`config.mk`:
```
export PLATFORM = sky130hd
export DESIGN_NAME = pipe_ctrl_flat
export DESIGN_NICKNAME = d
export VERILOG_FILES = /design/src/rtl/pipe_ctrl_if.sv /design/src/rtl/pipe_ctrl.sv /design/src/flat_wrapper.sv
export SDC_FILE = /design/constraint.sdc
export NUM_CORES = 1
export LEC_CHECK = 0
export BUFFER_PORTS_ARGS = -buffer_cell sky130_fd_sc_hd__buf_2
export CAP_MARGIN = 25
export CORE_ASPECT_RATIO = 0.9
export CORE_MARGIN = 2
export CORE_UTILIZATION = 45
export CTS_CLUSTER_DIAMETER = 50
export DETAILED_ROUTE_END_ITERATION = 10
export PLACE_DENSITY_LB_ADDON = 0.08
export SETUP_SLACK_MARGIN = 0.1
export SLEW_MARGIN = 40
export SYNTH_ARGS = -nofsm -noshare
export SYNTH_HDL_FRONTEND = slang
export SYNTH_SLANG_ARGS = --single-unit
```
`constraint.sdc`:
```
create_clock -name clk -period 2.4 [get_ports clk]
set_input_delay 0.24 -clock clk [delete_from_list [all_inputs] [get_ports clk]]
set_output_delay 0.24 -clock clk [all_outputs]
set_load 0.01 [all_outputs]
```
`src/rtl/pipe_ctrl_if.sv`:
```
// Request/control bundle between the pipeline stages and the pipeline sequencer.
// The requesting stages use the master side; the sequencer uses the slave side.
interface pipe_ctrl_if #(
    parameter int CNT_W  = 4,
    parameter int PERF_W = 16
);
    logic              id_stall_req;
    logic              ex_start;
    logic [CNT_W-1:0]  ex_cycles;
    logic              flush_req;
    logic [5:0]        stall;
    logic              flush;
    logic              busy;
    logic [PERF_W-1:0] stall_cycles;

    modport master (
        output id_stall_req, ex_start, ex_cycles, flush_req,
        input  stall, flush, busy, stall_cycles
    );

    modport slave (
        input  id_stall_req, ex_start, ex_cycles, flush_req,
        output stall, flush, busy, stall_cycles
    );
endinterface

```
`src/rtl/pipe_ctrl.sv`:
```
// Pipeline sequencer: merges ID/EX stall and flush requests into per-stage stall and flush
// controls for the five-stage core, and counts front-end stall cycles for debug.
module pipe_ctrl #(
    parameter int CNT_W  = 4,
    parameter int PERF_W = 16
) (
    input  logic      clk,
    input  logic      rst,
    pipe_ctrl_if.slave bus
);

    typedef enum logic {RUN, EX_WAIT} state_t;

    localparam logic [5:0] STALL_NONE = 6'b000000;
    localparam logic [5:0] STALL_ID   = 6'b000111;
    localparam logic [5:0] STALL_EX   = 6'b001111;

    state_t             state, next_state;
    logic [CNT_W-1:0]   cnt, next_cnt;
    logic               flush_pend, next_flush_pend;
    logic [PERF_W-1:0]  stall_cycles;
    logic [5:0]         stall_c;
    logic               flush_c;

    always_ff @(posedge clk or negedge rst) begin
        if (!rst) begin
            state        <= RUN;
            cnt          <= '0;
            flush_pend   <= 1'b0;
            stall_cycles <= '0;
        end else begin
            state      <= next_state;
            cnt        <= next_cnt;
            flush_pend <= next_flush_pend;
            if (stall_c[0] && (stall_cycles != {PERF_W{1'b1}}))
                stall_cycles <= stall_cycles + PERF_W'(1);
        end
    end

    // Outputs are Mealy so a request stalls or flushes the pipe in the cycle it is raised.
    always_comb begin
        next_state      = state;
        next_cnt        = cnt;
        next_flush_pend = flush_pend;
        stall_c         = STALL_NONE;
        flush_c         = 1'b0;

        unique case (state)
            RUN: begin
                if (bus.flush_req || flush_pend) begin
                    flush_c         = 1'b1;
                    next_flush_pend = 1'b0;
                end else if (bus.ex_start && (bus.ex_cycles >= CNT_W'(2))) begin
                    stall_c    = STALL_EX;
                    next_state = EX_WAIT;
                    next_cnt   = bus.ex_cycles - CNT_W'(1);
                end else if (bus.ex_start) begin
                    stall_c = STALL_NONE;
                end else if (bus.id_stall_req) begin
                    stall_c = STALL_ID;
                end
            end

            EX_WAIT: begin
                stall_c  = STALL_EX;
                next_cnt = cnt - CNT_W'(1);
                if (cnt <= CNT_W'(1))
                    next_state = RUN;
                // A flush raised while EX is held is replayed on the first RUN cycle.
                if (bus.flush_req)
                    next_flush_pend = 1'b1;
            end

            default: next_state = RUN;
        endcase

        if (!rst) begin
            stall_c = STALL_NONE;
            flush_c = 1'b0;
        end
    end

    assign bus.stall        = stall_c;
    assign bus.flush        = flush_c;
    assign bus.busy         = (state == EX_WAIT) && rst;
    assign bus.stall_cycles = stall_cycles;

endmodule

```
`src/flat_wrapper.sv`:
```
// flat-port wrapper written by rule: the top's interface ports become plain ports
module pipe_ctrl_flat 
#(
    parameter int CNT_W  = 4,
    parameter int PERF_W = 16
)
  (clk, rst, bus_id_stall_req, bus_ex_start, bus_ex_cycles, bus_flush_req, bus_stall, bus_flush, bus_busy, bus_stall_cycles);
  pipe_ctrl_if #(.CNT_W(CNT_W), .PERF_W(PERF_W)) bus_i ();
  input  logic clk;
  input  logic rst;
  input wire logic [$bits(bus_i.id_stall_req)-1:0] bus_id_stall_req;
  input wire logic [$bits(bus_i.ex_start)-1:0] bus_ex_start;
  input wire logic [$bits(bus_i.ex_cycles)-1:0] bus_ex_cycles;
  input wire logic [$bits(bus_i.flush_req)-1:0] bus_flush_req;
  output wire logic [$bits(bus_i.stall)-1:0] bus_stall;
  output wire logic [$bits(bus_i.flush)-1:0] bus_flush;
  output wire logic [$bits(bus_i.busy)-1:0] bus_busy;
  output wire logic [$bits(bus_i.stall_cycles)-1:0] bus_stall_cycles;
  assign bus_i.id_stall_req = bus_id_stall_req;
  assign bus_i.ex_start = bus_ex_start;
  assign bus_i.ex_cycles = bus_ex_cycles;
  assign bus_i.flush_req = bus_flush_req;
  assign bus_stall = bus_i.stall;
  assign bus_flush = bus_i.flush;
  assign bus_busy = bus_i.busy;
  assign bus_stall_cycles = bus_i.stall_cycles;
  pipe_ctrl #(.CNT_W(CNT_W), .PERF_W(PERF_W)) u_core (.clk(clk), .rst(rst), .bus(bus_i));
endmodule
```
After elaboration in Yosys (flattened, before gate mapping). Cells that the tools add are included.

Register bits after elaboration: 22. Output and inout port bits: 24.

Add/subtract/negate cells: 3. $lt $le $gt $ge: 2. Equal/unequal tests: 5. Mux-type cells: 19. Bitwise operators: 1. Reduce and logical (&&, ||, !) cells: 6.

Operators with widths (count): 2-to-1 mux 6 bit (4); adder 16 x 1 -> 16 bit (second input constant) (1); != test 16 bit (second input constant) (1); one-hot mux 6 bit (2 select lines) (1); 2-to-1 mux 1 bit (8); 2-to-1 mux 4 bit (2); one-hot mux 4 bit (2 select lines) (1); subtractor 4 x 1 -> 4 bit (second input constant) (2); >= comparator 4 x 2 -> 1 bit (second input constant) (1); <= comparator 4 x 1 -> 1 bit (second input constant) (1); != test 2 x 1 -> 1 bit (second input constant) (2); != test 2 bit (second input constant) (2); one-hot mux 1 bit (2 select lines) (2); AND reduction 2 bit (2); logical AND 1 bit (3); 2-to-1 mux 3 bit (1); logical OR 1 bit (1); NOT 1 bit (1).

Depth between registers and ports, before layout. Gate-level depths: netlist (run 1).

Word-level depth: 7. Depth in mapped cells: 8. Depth with buffers taken out: 8.

Worst setup path before layout (run 1). No wires, ideal clock.

Path type: register to register. From: register u_core.stall_cycles[0] (netlist: u_core.bus.stall_cycles[0]). To: register u_core.stall_cycles[9] (netlist: u_core.bus.stall_cycles[9]). Data arrival time: 1.765 ns. Required time: 2.274 ns. Setup slack: 0.509 ns. Cell stages (with the launch flop): 7. Path buffers: 0. Cells stage by stage: dfrtp_1 > ha_1 > nand3_1 > nor4_1 > nor4_1 > nand4_1 > xnor2_1.

Longest elaborated chain between the ends: 2. Elaborated cells on any way between the ends: 3. Classes of those cells: add/sub: 1; eq/ne: 1; reduce/logical: 1.

RTL lines: from (decl) (RTL line pipe_ctrl.sv:21) `logic [PERF_W-1:0] stall_cycles;`; from (signal assigned) (RTL line pipe_ctrl.sv:36) `stall_cycles <= stall_cycles + PERF_W'(1);`; parallel branches: the longest is 2 deep, another holds adder 16 x 1 -> 16 bit.

Parallel ways; which one is timed is not known. A chain may end at the register's enable or synchronous reset.

Worst setup path after layout (run 1).
From: input port bus_ex_cycles[0]. To: output port bus_stall[2].

Longest elaborated chain between the ends: 6.

RTL lines: from (decl) (RTL line flat_wrapper.sv:13) `input wire logic [$bits(bus_i.ex_cycles)-1:0] bus_ex_cycles;`; >= comparator 4 x 2 -> 1 bit (RTL line pipe_ctrl.sv:53) `end else if (bus.ex_start && (bus.ex_cycles >= CNT_W'(2))) begin`; logical AND 1 bit (RTL line pipe_ctrl.sv:53); 2-to-1 mux 6 bit (RTL line pipe_ctrl.sv:53); 2-to-1 mux 6 bit (RTL line pipe_ctrl.sv:50) `if (bus.flush_req || flush_pend) begin`; one-hot mux 6 bit (2 select lines) (RTL line pipe_ctrl.sv:48) `unique case (state)`; 2-to-1 mux 6 bit (RTL line pipe_ctrl.sv:77) `if (!rst) begin`; to (decl) (RTL line flat_wrapper.sv:15) `output wire logic [$bits(bus_i.stall)-1:0] bus_stall;`.

No other way between the ends.

==> reports/metrics.cfg, run 1 <==
[run_status]
status = finished clean

[hold_path]
whs_path_depth = 4
hp-class = in2reg

[layout]
layout-drive-gt1-share_pct = 30.0
final_area_sq_um = 1490
finish.utilization_pct = 58.9
synthToLayoutAreaGrowth_pct = 21.3
antenna_cells = 0
final_cells = 188
nets = 175

[critical_path]
cp-end-kind = output port
crit_arrival_ns = 1.86
rr_worst_depth = 5
start_kind = input pin
critPathKind = in2out
worstPathRequired_ns = 2.16
crit_fanout = 7

[drt]
via_per_inst = 5.31
post-route-drc-count = 0
drtIter0Drc = 42
first_pass_iters = 4
routedWlPerCell_um = 13.2
dr_total_vias = 999
postRouteAntennaNets = 0
wl_um = 2480

[timing]
fin_worst_skew_ns = 0.00556
hold_viol = 0
setup_violations = 0
rsz0062_at_grt = no
drv_slew = 0
timing.final.crit_share_pct = 87.5
min_period_ns = 2.10
fmax_ghz = 0.476
fin_tns_setup_ns = 0
slew_headroom_pct = 62.0
worst_pin_slew_ns = 0.565

[yosys]
ys_ff_latch = 22
ys_types = 30
synth.area.top_cells = dfrtp_1 (45%), xnor2_1 (6.4%), ha_1 (5.1%)
yosys.area.top_type = dfrtp_1
syn-cell-area_sq_um = 1230
netlist_instances = 124
yosysTopAreaCellShare_pct = 44.8
syn_avg_cell_area_sq_um = 9.92
ys_seq_area_share_pct = 44.8
ys.warnings.count = 0

[global_routing]
grt_pass1_vias = 946
grt_use_total_pct = 18.3
grt_pass1_wl_um = 4330
antenna_found_initial = 0
grt_max_degree = 25
overflow = 0

[placed_design]
io_buffers = 30
place_area_sq_um = 1430
place_hpwl_um = 1940
placedCellCount = 183
gp_congestion = 0.775

[cts]
clock-sinks = 22
cts_root_buffer = clkbuf_4
cts_max_level = 1
clockBufferDepth = 2
clk_latency_ns = 0.31
clk_pin_slew_ns = 0.13
numCtsBuffers = 3
cts_tree = built
cts.repair.resized = 0

[job]
drv_cap = 0

[floorplan]
die_h_um = 53.6
core-area_sq_um = 2530
rows = 17
io_pins = 33
initial_utilization_pct = 48.6
dieArea_sq_um = 3170
die_x_um = 59.1

[pwr]
power_density_nw_per_um2 = 987
vdd_drop_max_mv = 0.773
p_total_mw = 1.47
p_leak_nw = 0.728

-- cells in the final DEF, fill, tap and decap left out, types with 2 or more instances in the layout --
cell | netlist | routed
nand2_1 | 8 | 8
clkbuf_4 | 0 | 3
o21ai_0 | 3 | 3
xnor2_1 | 9 | 9
nand4_1 | 6 | 6
dfrtp_1 | 22 | 22
xor2_1 | 6 | 6
buf_2 | 0 | 30
nor3_1 | 10 | 10
mux2i_1 | 2 | 2
nand3_1 | 7 | 7
conb_1 | 1 | 2
mux2_2 | 4 | 4
buf_4 | 4 | 5
inv_1 | 9 | 9
nor4_1 | 5 | 4
and3_1 | 2 | 2
nor2_1 | 7 | 7
ha_1 | 5 | 5
a21oi_1 | 2 | 2
-- per-layer routing --
metal / global-route usage, % / vias up / part of all wire [%]
met1: 23.7 / 473 / 50
met5: 0 / - / 0
met4: 2.27 / 0 / 0.56
met2: 31.3 / 22 / 45
met3: 5.29 / 2 / 4.6
li1: - / 502 / -
-- power by group --
group / leakage, nW / total (mW) / internal [mW] / switching, mW
sequential: 0.279 / 0.614 / 0.484 / 0.130
combinational: 0.421 / 0.570 / 0.267 / 0.303
clock: 0.0279 / 0.288 / 0.169 / 0.119
-- layout make-up --
type / count / area, sq um
Tap cell: 28 / 35.0
Inverter: 9 / 33.8
Clock buffer: 3 / 22.5
Clock inverter: 1 / 30.0
Sequential cell: 22 / 551
Multi-Input combinational cell: 89 / 622
Timing Repair Buffer: 36 / 198
Fill cell: 234 / 1040
-- per-stage QoR --
| stage | worst slack [ns] | hold slack [ns] |
|---|---|---|
| after floorplan | 0.509 | -0.0556 |
| after global placement | 0.280 | 0.252 |
| after detailed placement | 0.284 | 0.251 |
| after CTS | 0.287 | 0.295 |
| after global routing | 0.185 | 0.301 |
| final | 0.300 | 0.298 |
-- worst paths after layout --
kind / endpoint / from / slack (ns)
setup / recovery: bus_stall[2] / bus_ex_cycles[0] / 0.30
hold / removal: u_core.cnt[0] / bus_ex_cycles[0] / 0.30
setup reg to reg: u_core.bus.stall_cycles[10] / u_core.flush_pend / 0.40
hold reg to reg: u_core.bus.stall_cycles[9] / u_core.bus.stall_cycles[9] / 0.53
max in group asynchronous: u_core.bus.stall_cycles[2] / rst / 1.74
min in group asynchronous: u_core.cnt[1] / rst / 0.42
-- cell usage after synthesis --
library cell,instances
and3_1,2
a221o_1,1
nor2_1,7
nor3b_1,1
clkbuf_1,1
nor4_1,5
a311oi_2,1
and2_1,1
nor4b_1,1
o21ai_0,3
xnor2_1,9
xor2_1,6
nand2b_1,1
a221oi_1,1
nand4_1,6
inv_1,9
buf_4,4
nand2_1,8
conb_1,1
ha_1,5
mux2i_1,2
nand3_1,7
or4_4,1
a31oi_2,1
nand2b_2,1
nor3_1,10
nor2b_1,1
a21oi_1,2
mux2_2,4
dfrtp_1,22
-- logic make-up (layout without fill, tap and decap cells) --
logic type / Yosys count / in the layout / synth area share, %
flip-flops: 22 / 22 / 44.8
adder cells (fa/ha/maj): 5 / 5 / 5.09
AND/OR/NAND/NOR: 52 / 52 / 22.6
AO/OA/AOI/OAI: 9 / 9 / 5.80
buffers and inverters: 14 / 49 / 5.49
XOR/XNOR: 15 / 15 / 10.7
other: 1 / 2 / 0.305
multiplexers: 6 / 6 / 5.29
-- worst max-delay path: stages --
cell	delay, ns
buf_2	0.09
inv_1	0.06
ha_1	0.19
or4_4	0.43
a311oi_2	0.34
nand2b_2	0.26
inv_1	0.10
buf_2	0.15
-- flip-flops by register name, summed over array words and instances (netlist names) --
name                     flops
u_core.flush_pend            1
u_core.bus.stall_cycles     16
u_core.cnt                   4
u_core.state                 1
-- what timing repair did --
action / in CTS / in global routing
endpoints found under the setup margin: 0 / 0
setup buffers: 0 / 0
hold buffers: 1 / 0
endpoints found under the hold margin: 22 / 0
No activity file was read; power rests on OpenSTA's default activity.
==> run 2, diff against run 1 <==
--- a/config.mk
+++ b/config.mk
@@ -5,7 +5,7 @@
 export SDC_FILE = /design/constraint.sdc
 export NUM_CORES = 1
 export LEC_CHECK = 0
-export BUFFER_PORTS_ARGS = -buffer_cell sky130_fd_sc_hd__buf_2
+export BUFFER_PORTS_ARGS = -buffer_cell sky130_fd_sc_hd__clkbuf_2
 export CAP_MARGIN = 25
 export CORE_ASPECT_RATIO = 0.9
 export CORE_MARGIN = 2
==> run 2 against run 1 <==
Net effect: via count up 0.40%; fmax decreased by 1.0%; clock-buffer cell count increased by 1; highest routed layer unchanged; largest power group unchanged; register-to-register slack better by 0.04 ns; worst hold slack improved by 0.0045 ns; sequential share of layout area increased by 0.41 points; cell count unchanged; clock power decreased by 27%; first-iteration DRC count shrank 52%; critical endpoint unchanged.
==> reports/metrics.cfg, run 2 (same netlist as run 1, synthesis figures left out) <==
[global_routing]
grt_max_degree = 25  ; unchanged
grt_pass1_wl_um = 4240  ; -1.9%
met2_usage_pct = 30.6  ; -0.74 points
gr-max-usage-layer = met2
antenna_found_initial = 0  ; unchanged
grt_pass1_vias = 963  ; +1.8%
use_met1_pct = 23.6  ; -0.080 points
use_met3_pct = 5.29  ; unchanged
overflow = 0  ; unchanged
grt_use_total_pct = 18.3  ; +0.071 points

[layout]
finish.utilization_pct = 58.3  ; -0.64 points
final_cells = 188  ; unchanged
layout_common_cells = clkbuf_2 (30), dfrtp_1 (22), nor3_1 (10)
synthToLayoutAreaGrowth_pct = 19.9
reg_top3 = u_core.bus.stall_cycles: 16 flops, u_core.cnt: 4 flops
layout-drive-gt1-share_pct = 30.0  ; unchanged
nets = 175  ; unchanged
largest_register = u_core.bus.stall_cycles
layout_commonest_cell = clkbuf_2
largest_reg_flops = 16  ; unchanged
n_fill_cell = 233  ; -0.43%
antenna_cells = 0  ; unchanged

[run_status]
status = finished clean

[placed_design]
placedCellCount = 183  ; unchanged
io_buffers = 30  ; unchanged
gp_congestion = 0.779  ; +0.54%
place_hpwl_um = 1920  ; -0.71%

[timing]
hold_viol = 0  ; unchanged
timing.final.crit_share_pct = 88.4  ; +0.92 points
fin_tns_setup_ns = 0  ; unchanged
worst_pin_slew_ns = 0.628  ; +0.0636 ns
min_period_ns = 2.12  ; +0.0220 ns
setup_violations = 0  ; unchanged
fin_worst_skew_ns = 0.00262  ; -0.00295 ns
fmax_ghz = 0.471  ; -1.0%
drv_slew = 0  ; unchanged
rsz0062_at_grt = no
slew_headroom_pct = 57.8  ; -4.3 points

[critical_path]
worstPathRequired_ns = 2.16  ; about the same
cp_num_buf_inv = 4  ; unchanged
critPathKind = in2out
cp-end-kind = output port
crit_path_cell_trace = clkbuf_2 -> inv_1 -> ha_1 -> or4_4 -> a311oi_2 -> nand2b_2 -> inv_1 -> clkbuf_2
crit_arrival_ns = 1.88  ; +0.02 ns
crit_fanout = 7  ; unchanged
path_delay_family = simple AND/OR/NAND/NOR gates
start_kind = input pin
worst_path_max_delay_cell = or4_4
max_stage_delay_ns = 0.44  ; about the same

[cts]
cts_tree = built
postCtsHoldBufs = 1  ; unchanged
cts_root_buffer = clkbuf_4
clock-sinks = 22  ; unchanged
clockBufferDepth = 2  ; unchanged
cts_setup_buffers = 0  ; unchanged
clk_pin_slew_ns = 0.13  ; about the same
cts_max_level = 1  ; unchanged
numCtsBuffers = 3  ; unchanged
cts.repair.resized = 0  ; unchanged
clk_latency_ns = 0.31  ; about the same

[drt]
first_pass_iters = 4  ; unchanged
routedWlPerCell_um = 13.1  ; -0.32%
post-route-drc-count = 0  ; unchanged
wl_um = 2470  ; -0.32%
via_per_inst = 5.34  ; +0.40%
dr_total_vias = 1003  ; +0.40%
postRouteAntennaNets = 0  ; unchanged
drtIter0Drc = 20  ; -52%

[pwr]
p_clk_share_pct = 15.0  ; -4.5 points
vdd_drop_max_mv = 0.624  ; -19%
power_density_nw_per_um2 = 945  ; -4.2%
switchingPower_mw = 0.554  ; +0.38%
power_frac_seq_pct = 44.5  ; +2.8 points
p_comb_share_pct = 40.5  ; +1.8 points
p_leak_nw = 0.713  ; -2.1%
p_sw_share_pct = 39.7  ; +2.2 points
intPower_mw = 0.841  ; -8.7%

[floorplan]
core-area_sq_um = 2530  ; unchanged
dieArea_sq_um = 3170  ; unchanged
die_x_um = 59.1  ; unchanged
rows = 17  ; unchanged
initial_utilization_pct = 48.6  ; unchanged
io_pins = 33  ; unchanged
die_h_um = 53.6  ; unchanged

[hold_path]
hp-class = in2reg

[job]
drv_cap = 0  ; unchanged

-- run 2: cell count changes in the layout (fill, tap and decap cells not counted), sizes merged --
cell | previous run | this run
clkbuf | 3 | 34
buf | 35 | 5
bufinv | 1 | 0
-- run 2: path summary, 6_finish.rpt --
| kind | cells after the start | end | startpoint | slack [ns] |
|---|---|---|---|---|
| max | 8 | bus_stall[2] | bus_ex_cycles[0] | 0.28 |
| min | 4 | u_core.cnt[0] | bus_ex_cycles[0] | 0.30 |
| max reg2reg | 5 | u_core.bus.stall_cycles[10] | u_core.flush_pend | 0.44 |
| min reg2reg | 1 | u_core.bus.stall_cycles[15] | u_core.bus.stall_cycles[15] | 0.53 |
| max in group asynchronous | 3 | u_core.bus.stall_cycles[15] | rst | 1.73 |
| min in group asynchronous | 3 | u_core.cnt[1] | rst | 0.43 |
-- run 2: metrics by stage --
stage,power [mW],hold WS [ns],setup slack (ns),cell area (sq um)
after floorplan,0.993,-0.0556,0.509,1230
after global placement,1.17,0.253,0.283,1420
after detailed placement,1.20,0.253,0.254,1430
after CTS,1.41,0.302,0.263,1480
after global routing,1.53,0.309,0.144,1480
final,1.39,0.302,0.278,1480
-- run 2: worst reg2reg max path, stage by stage, from the launching register on --
cell and delay (ns):
dfrtp_1 0.41, nor4b_1 0.36, a311oi_2 0.12, nand2b_2 0.27, nor4_1 0.34, mux2_2 0.37
-- run 2: area by class of cell --
type                            count  area [sq um]  share of cell area [%]
Clock buffer                        4          36.3                    2.46
Inverter                            9          33.8                    2.29
Multi-Input combinational cell     89           622                    42.2
Sequential cell                    22           551                    37.3
Tap cell                           28          35.0                    2.37
Timing Repair Buffer               36           198                    13.4
-- run 2: layer usage --
layer,routed length [um],share of wire (%),vias to the layer above
li1,-,-,507
met1,1240,50,470
met2,1130,46,24
met3,94,3.8,2
met4,14,0.57,0
met5,0,0,-
-- run 2: power groups by stage --
stage / clock [mW] / sequential, mW / combinational [mW]
2_1_floorplan: 0 / 0.631 / 0.362
3_3_place_gp: 0 / 0.618 / 0.553
3_5_place_dp: 0 / 0.625 / 0.572
4_1_cts: 0.216 / 0.619 / 0.576
5_1_grt: 0.235 / 0.646 / 0.645
6_report: 0.209 / 0.621 / 0.564
